--- src/rtl/constraint_eval_pipe.sv ---
// Two-stage constraint evaluator: per-channel predicates over A/B operands,
// AND-reduced into a satisfied flag, with runtime channel config and stats.
module constraint_eval_pipe #(
    parameter int NUM_CH = 5,
    parameter int W      = 8,
    parameter int CNT_W  = 16
) (
    input  logic                       clk,
    input  logic                       rst,
    input  logic                       in_valid,
    output logic                       in_ready,
    input  logic [NUM_CH*W-1:0]        in_a,
    input  logic [NUM_CH*W-1:0]        in_b,
    output logic                       out_valid,
    input  logic                       out_ready,
    output logic                       out_sat,
    output logic [NUM_CH-1:0]          out_mask,
    input  logic                       cfg_we,
    input  logic [$clog2(NUM_CH)-1:0]  cfg_idx,
    input  logic [2:0]                 cfg_op,
    input  logic [W-1:0]               cfg_k,
    input  logic [W:0]                 cfg_c,
    output logic                       cfg_err,
    output logic                       busy,
    input  logic                       cnt_clr,
    output logic [CNT_W-1:0]           cnt_eval,
    output logic [CNT_W-1:0]           cnt_sat
);

    localparam int IW = $clog2(NUM_CH);
    localparam logic [IW:0] NCH = (IW+1)'(NUM_CH);

    logic [2:0]          r_op [NUM_CH];
    logic [W-1:0]        r_k  [NUM_CH];
    logic [W:0]          r_c  [NUM_CH];
    logic                r_s1_valid;
    logic [NUM_CH-1:0]   r_s1_mask;
    logic                r_s2_valid;
    logic [NUM_CH-1:0]   r_s2_mask;
    logic                r_s2_sat;
    logic                r_cfg_err;
    logic [CNT_W-1:0]    r_cnt_eval;
    logic [CNT_W-1:0]    r_cnt_sat;

    logic                w_s2_adv;
    logic                w_s1_adv;
    logic                w_in_hs;
    logic                w_out_hs;
    logic                w_cfg_ok;
    logic [NUM_CH-1:0]   w_mask;

    function automatic logic ch_eval(
        input logic [2:0]   op,
        input logic [W-1:0] a,
        input logic [W-1:0] b,
        input logic [W-1:0] k,
        input logic [W:0]   c
    );
        logic [2*W-1:0] prod;
        logic [W:0]     sum;
        prod = {{W{1'b0}}, a} * {{W{1'b0}}, b};
        sum  = {1'b0, a} + {1'b0, k};
        case (op)
            3'd0:    ch_eval = |a;
            3'd1:    ch_eval = |prod;
            3'd2:    ch_eval = (sum != c);
            3'd3:    ch_eval = ({{(W-1){1'b0}}, (a == '0)} != b);
            3'd4:    ch_eval = 1'b1;
            default: ch_eval = 1'b0;
        endcase
    endfunction

    assign w_s2_adv  = !r_s2_valid || out_ready;
    assign w_s1_adv  = !r_s1_valid || w_s2_adv;
    assign w_in_hs   = in_valid && w_s1_adv;
    assign w_out_hs  = r_s2_valid && out_ready;
    assign busy      = r_s1_valid || r_s2_valid;
    assign w_cfg_ok  = cfg_we && !busy && ({1'b0, cfg_idx} < NCH);

    assign in_ready  = w_s1_adv;
    assign out_valid = r_s2_valid;
    assign out_sat   = r_s2_sat;
    assign out_mask  = r_s2_mask;
    assign cfg_err   = r_cfg_err;
    assign cnt_eval  = r_cnt_eval;
    assign cnt_sat   = r_cnt_sat;

    // A write landing with a same-cycle handshake must already steer that vector
    always_comb begin
        w_mask = '0;
        for (int i = 0; i < NUM_CH; i++) begin
            if (w_cfg_ok && cfg_idx == IW'(i))
                w_mask[i] = ch_eval(cfg_op, in_a[i*W +: W], in_b[i*W +: W],
                                    cfg_k, cfg_c);
            else
                w_mask[i] = ch_eval(r_op[i], in_a[i*W +: W], in_b[i*W +: W],
                                    r_k[i], r_c[i]);
        end
    end

    always_ff @(posedge clk or posedge rst) begin
        if (rst) begin
            for (int i = 0; i < NUM_CH; i++) begin
                r_op[i] <= 3'd4;
                r_k[i]  <= '0;
                r_c[i]  <= '0;
            end
            r_cfg_err <= 1'b0;
        end else begin
            for (int i = 0; i < NUM_CH; i++) begin
                if (w_cfg_ok && cfg_idx == IW'(i)) begin
                    r_op[i] <= cfg_op;
                    r_k[i]  <= cfg_k;
                    r_c[i]  <= cfg_c;
                end
            end
            r_cfg_err <= cfg_we && !w_cfg_ok;
        end
    end

    always_ff @(posedge clk or posedge rst) begin
        if (rst) begin
            r_s1_valid <= 1'b0;
            r_s1_mask  <= '0;
            r_s2_valid <= 1'b0;
            r_s2_mask  <= '0;
            r_s2_sat   <= 1'b0;
        end else begin
            if (w_s1_adv) begin
                r_s1_valid <= in_valid;
                if (in_valid)
                    r_s1_mask <= w_mask;
            end
            if (w_s2_adv) begin
                r_s2_valid <= r_s1_valid;
                if (r_s1_valid) begin
                    r_s2_mask <= r_s1_mask;
                    r_s2_sat  <= &r_s1_mask;
                end
            end
        end
    end

    always_ff @(posedge clk or posedge rst) begin
        if (rst) begin
            r_cnt_eval <= '0;
            r_cnt_sat  <= '0;
        end else if (cnt_clr) begin
            r_cnt_eval <= '0;
            r_cnt_sat  <= '0;
        end else if (w_out_hs) begin
            if (r_cnt_eval != '1)
                r_cnt_eval <= r_cnt_eval + CNT_W'(1);
            if (r_s2_sat && r_cnt_sat != '1)
                r_cnt_sat <= r_cnt_sat + CNT_W'(1);
        end
    end

endmodule

--- config.mk ---
export PLATFORM = sky130hd
export DESIGN_NAME = constraint_eval_pipe
export DESIGN_NICKNAME = d
export VERILOG_FILES = /design/src/rtl/constraint_eval_pipe.sv
export SDC_FILE = /design/constraint.sdc
export NUM_CORES = 1
export LEC_CHECK = 0
export ABC_AREA = 1
export CORE_MARGIN = 2
export CORE_UTILIZATION = 49
export DETAILED_ROUTE_END_ITERATION = 7
export PLACE_DENSITY = 0.71
export SLEW_MARGIN = 20
export SYNTH_ARGS = -nofsm -noshare
export SYNTH_HDL_FRONTEND = slang
export SYNTH_SLANG_ARGS = --single-unit
--- constraint.sdc ---
create_clock -name clk -period 4.44 [get_ports clk]
set_clock_uncertainty 0.05 [all_clocks]
set_input_delay 0.666 -clock clk [delete_from_list [all_inputs] [get_ports clk]]
set_output_delay 0.666 -clock clk [all_outputs]
set_load 0.1 [all_outputs]
==> summary.txt <==
Status
  – Status: finished clean

Synth
  – Area of the mapped netlist: 23,360 µm²
  – Number of synthesized flops with an enable pin: 0
  – Synth unique cells: 44
  – Ys async rst share: 100.0%
  – Syn avg cell area: 6.634 µm²
  – Synth top cells by count: nand2_1 (1,128), inv_1 (763), ha_1 (262)
  – Top FF cell, synth: dfrtp_1
  – Area leader, netlist: nand2_1
  – Post-Syn Instances: 3,522
  – Share of the synthesized area in the top cell type: 18.12%
  – Top-count cell post-synth: nand2_1
  – Register area share after synthesis: 15.66%
  – Largest cells by area after synthesis: nand2_1 (18%), fa_1 (16%), dfrtp_1 (15%)
  – Register bit count reported by yosys: 146
  – Synth Warn #: 0
  – Synthesized net count: 4,083

Setup path
  – R2R cell count: 11
  – End of the worst register-to-register path: r_s1_mask[3]
  – CP Launch Point: in_a[35]
  – WS Path Type: in2reg
  – Crit path capture: r_s1_mask[4]
  – CP endpoint kind: flip-flop
  – Critical Path RT: 4710 ps
  – Arr. time, crit path: 4610 ps
  – Worst setup SP type: input port
  – FF-to-FF Start: out_valid
  – Reg-to-reg slack, setup: 1690 ps
  – CP max FO: 4

Detailed routing
  – Routed len/inst: 14.34 µm
  – First-pass iteration count of the detailed router: 7
  – DR vias/cell: 5.053
  – DR iter-0 viols: 1,463
  – Drt total wl: 63.87 mm
  – Total number of vias: 22,500
  – Detailed-route DRC error count: 0
  – Post-DRT Antenna Nets: 0

Place
  – Dpl hpwl: 51.00 mm
  – I/O Buffers: 150
  – Gpl congestion: 0.9471

STA
  – Max_slew headroom: 30.72%
  – Final Hold Vio Count: 0
  – Min Hold Slack: 437.1 ps
  – Maximum clock frequency: 230.1 MHz
  – Min Tclk post-route: 4346 ps
  – Slew Viols, Final: 0
  – Setup TNS: 0 ps
  – Post-route clock period utilization: 97.89%
  – RSZ-0062 raised after global routing: true
  – # setup viols final: 0
  – Measured slew at the worst slew-check pin: 1036 ps

Clocking
  – Clk buf depth: 2
  – H-Tree Depth: 4
  – Number of clock sinks: 146
  – Root Buffer: clkbuf_16
  – CTS Buf Count: 17
  – TritonCTS clock tree: built
  – Clock transition at path regs: 60 ps
  – Clock insertion delay at the later pin of the skew report: 440 ps

Floorplanning
  – Die height: 222.4 µm
  – Initial Util: 49.24%
  – Area of the core: 47,450 µm²
  – Area of the die: 49,440 µm²
  – Ports: 151
  – Die W: 222.4 µm
  – Rows: 80

Worst hold path
  – Hold crit path type: reg2reg
  – Min-delay src: out_mask[0]

GRT
  – Tot GR Track Use: 26.04%
  – Initial antenna violation count: 2
  – Gr ovfl total: 0
  – Vias in the first global route: 21,620
  – Largest net degree at the start of global routing: 121
  – First-pass GRT wire length: 105.3 mm

Pwr
  – Leakage power: 16.36 nW
  – Peak VDD IR: 0.3895 mV
  – Power per cell area: 407.1 nW/µm²

Final layout
  – Register area: 3660 µm²
  – Antenna cells: 0
  – Final net count: 4,386
  – Final Core Density: 59.44%
  – Area grow syn2layout: 20.71%
  – Fill count: 4,520
  – Share of cells above drive strength 1: 13.34%
  – Multi-input logic area: 17,060 µm²

Run
  – Max cap viols: 0
==> cell type report <==
type	count	share of cell area [%]
clock buffers	21	1.597
clock inverters	11	0.4614
inverters	769	10.25
multi-input cells	2494	60.47
flip-flops and latches	146	12.98
well taps	615	2.728
repair buffers	397	11.52
==> cell usage in the layout, fill, tap and decap left out, types with 17 or more instances in the layout <==
| master | count |
|---|---|
| clkbuf_2 | 23 |
| nand4_1 | 60 |
| fa_1 | 178 |
| xnor2_1 | 40 |
| xor2_1 | 46 |
| nand3_1 | 206 |
| o21ai_0 | 130 |
| buf_4 | 239 |
| nand3b_1 | 22 |
| inv_1 | 750 |
| ha_1 | 234 |
| dfrtp_1 | 141 |
| buf_6 | 23 |
| clkbuf_16 | 17 |
| nand2_2 | 55 |
| nand2_1 | 1073 |
| clkdlybuf4s50_1 | 73 |
| a21oi_1 | 73 |
| nor2_1 | 177 |
| ha_4 | 28 |
| nor3_1 | 31 |
==> through the flow <==
stage	worst slack (ps)	cells	area, µm²	total power (W)
after floorplan	-176.3	3522	23500	0.007030
after global placement	-795.6	4404	27010	0.009095
after detailed placement	-886.5	4404	27010	0.009210
after CTS	0.007550	4443	27800	0.01095
after global routing	-201.9	4453	28200	0.01273
final	93.52	4453	28200	0.01148
==> timing repair <==
item,4_1_cts,5_1_grt
setup buffers,7,11
resized for setup,148,306
pin swaps,39,122
hold buffers,0,0
setup endpoints to repair,5,5
==> kinds of logic after synthesis <==
logic type               share of synthesized area (%)
flip-flops                                       15.66
XOR/XNOR                                         3.422
AO/OA/AOI/OAI                                    6.496
AND/OR/NAND/NOR                                  29.83
buffers and inverters                            14.27
adder cells (fa/ha/maj)                          30.31
==> registers in the layout, summed over array words and instances (netlist names) <==
signal      count
r_c            45
r_k            40
cnt_eval       16
cnt_sat        16
r_op           15
out_mask        5
r_s1_mask       5
cfg_err         1
out_sat         1
out_valid       1
r_s1_valid      1
==> worst min path at each step <==
stage	end	slack [ps]	cells after the start
2_1_floorplan	r_s1_mask[4]	400	2
5_1_grt	r_k[0]	470	2
6_report	out_mask[0]	440	2
4_1_cts	out_mask[2]	430	2
3_3_place_gp	out_mask[2]	420	2
3_5_place_dp	out_mask[0]	420	2
==> critical path, stage by stage <==
cell and delay, ps:
buf_6 90, buf_6 110, buf_6 100, nand2_2 50, fa_1 440, fa_1 530
fa_1 540, fa_1 590, inv_2 50, ha_4 260, nand2_4 70, inv_2 40
a21oi_2 160, nand2_2 90, nand2_1 70, nand2_1 40, nor2_1 80, nand2_1 50
nor2_1 80, nand3_1 110, nand2_1 100, nand3_2 70, nand2_1 60, nand2_1 50
nand2_1 50, nand2_1 60
==> per-layer routing <==
metal,track usage [%],wire length (µm),vias up
li1,-,-,11370
met1,35.18,28620,10430
met2,43.76,29750,605
met3,4.946,4361,91
met4,4.936,1121,4
met5,0,27,-
==> power breakdown <==
part / leakage, nW / switching [W] / internal (W)
logic: 14.2 / 0.00451 / 0.00359
clock network: 0.270 / 0.000604 / 0.000846
registers: 1.87 / 0.000258 / 0.00167
No activity file was read; power rests on OpenSTA's default activity.
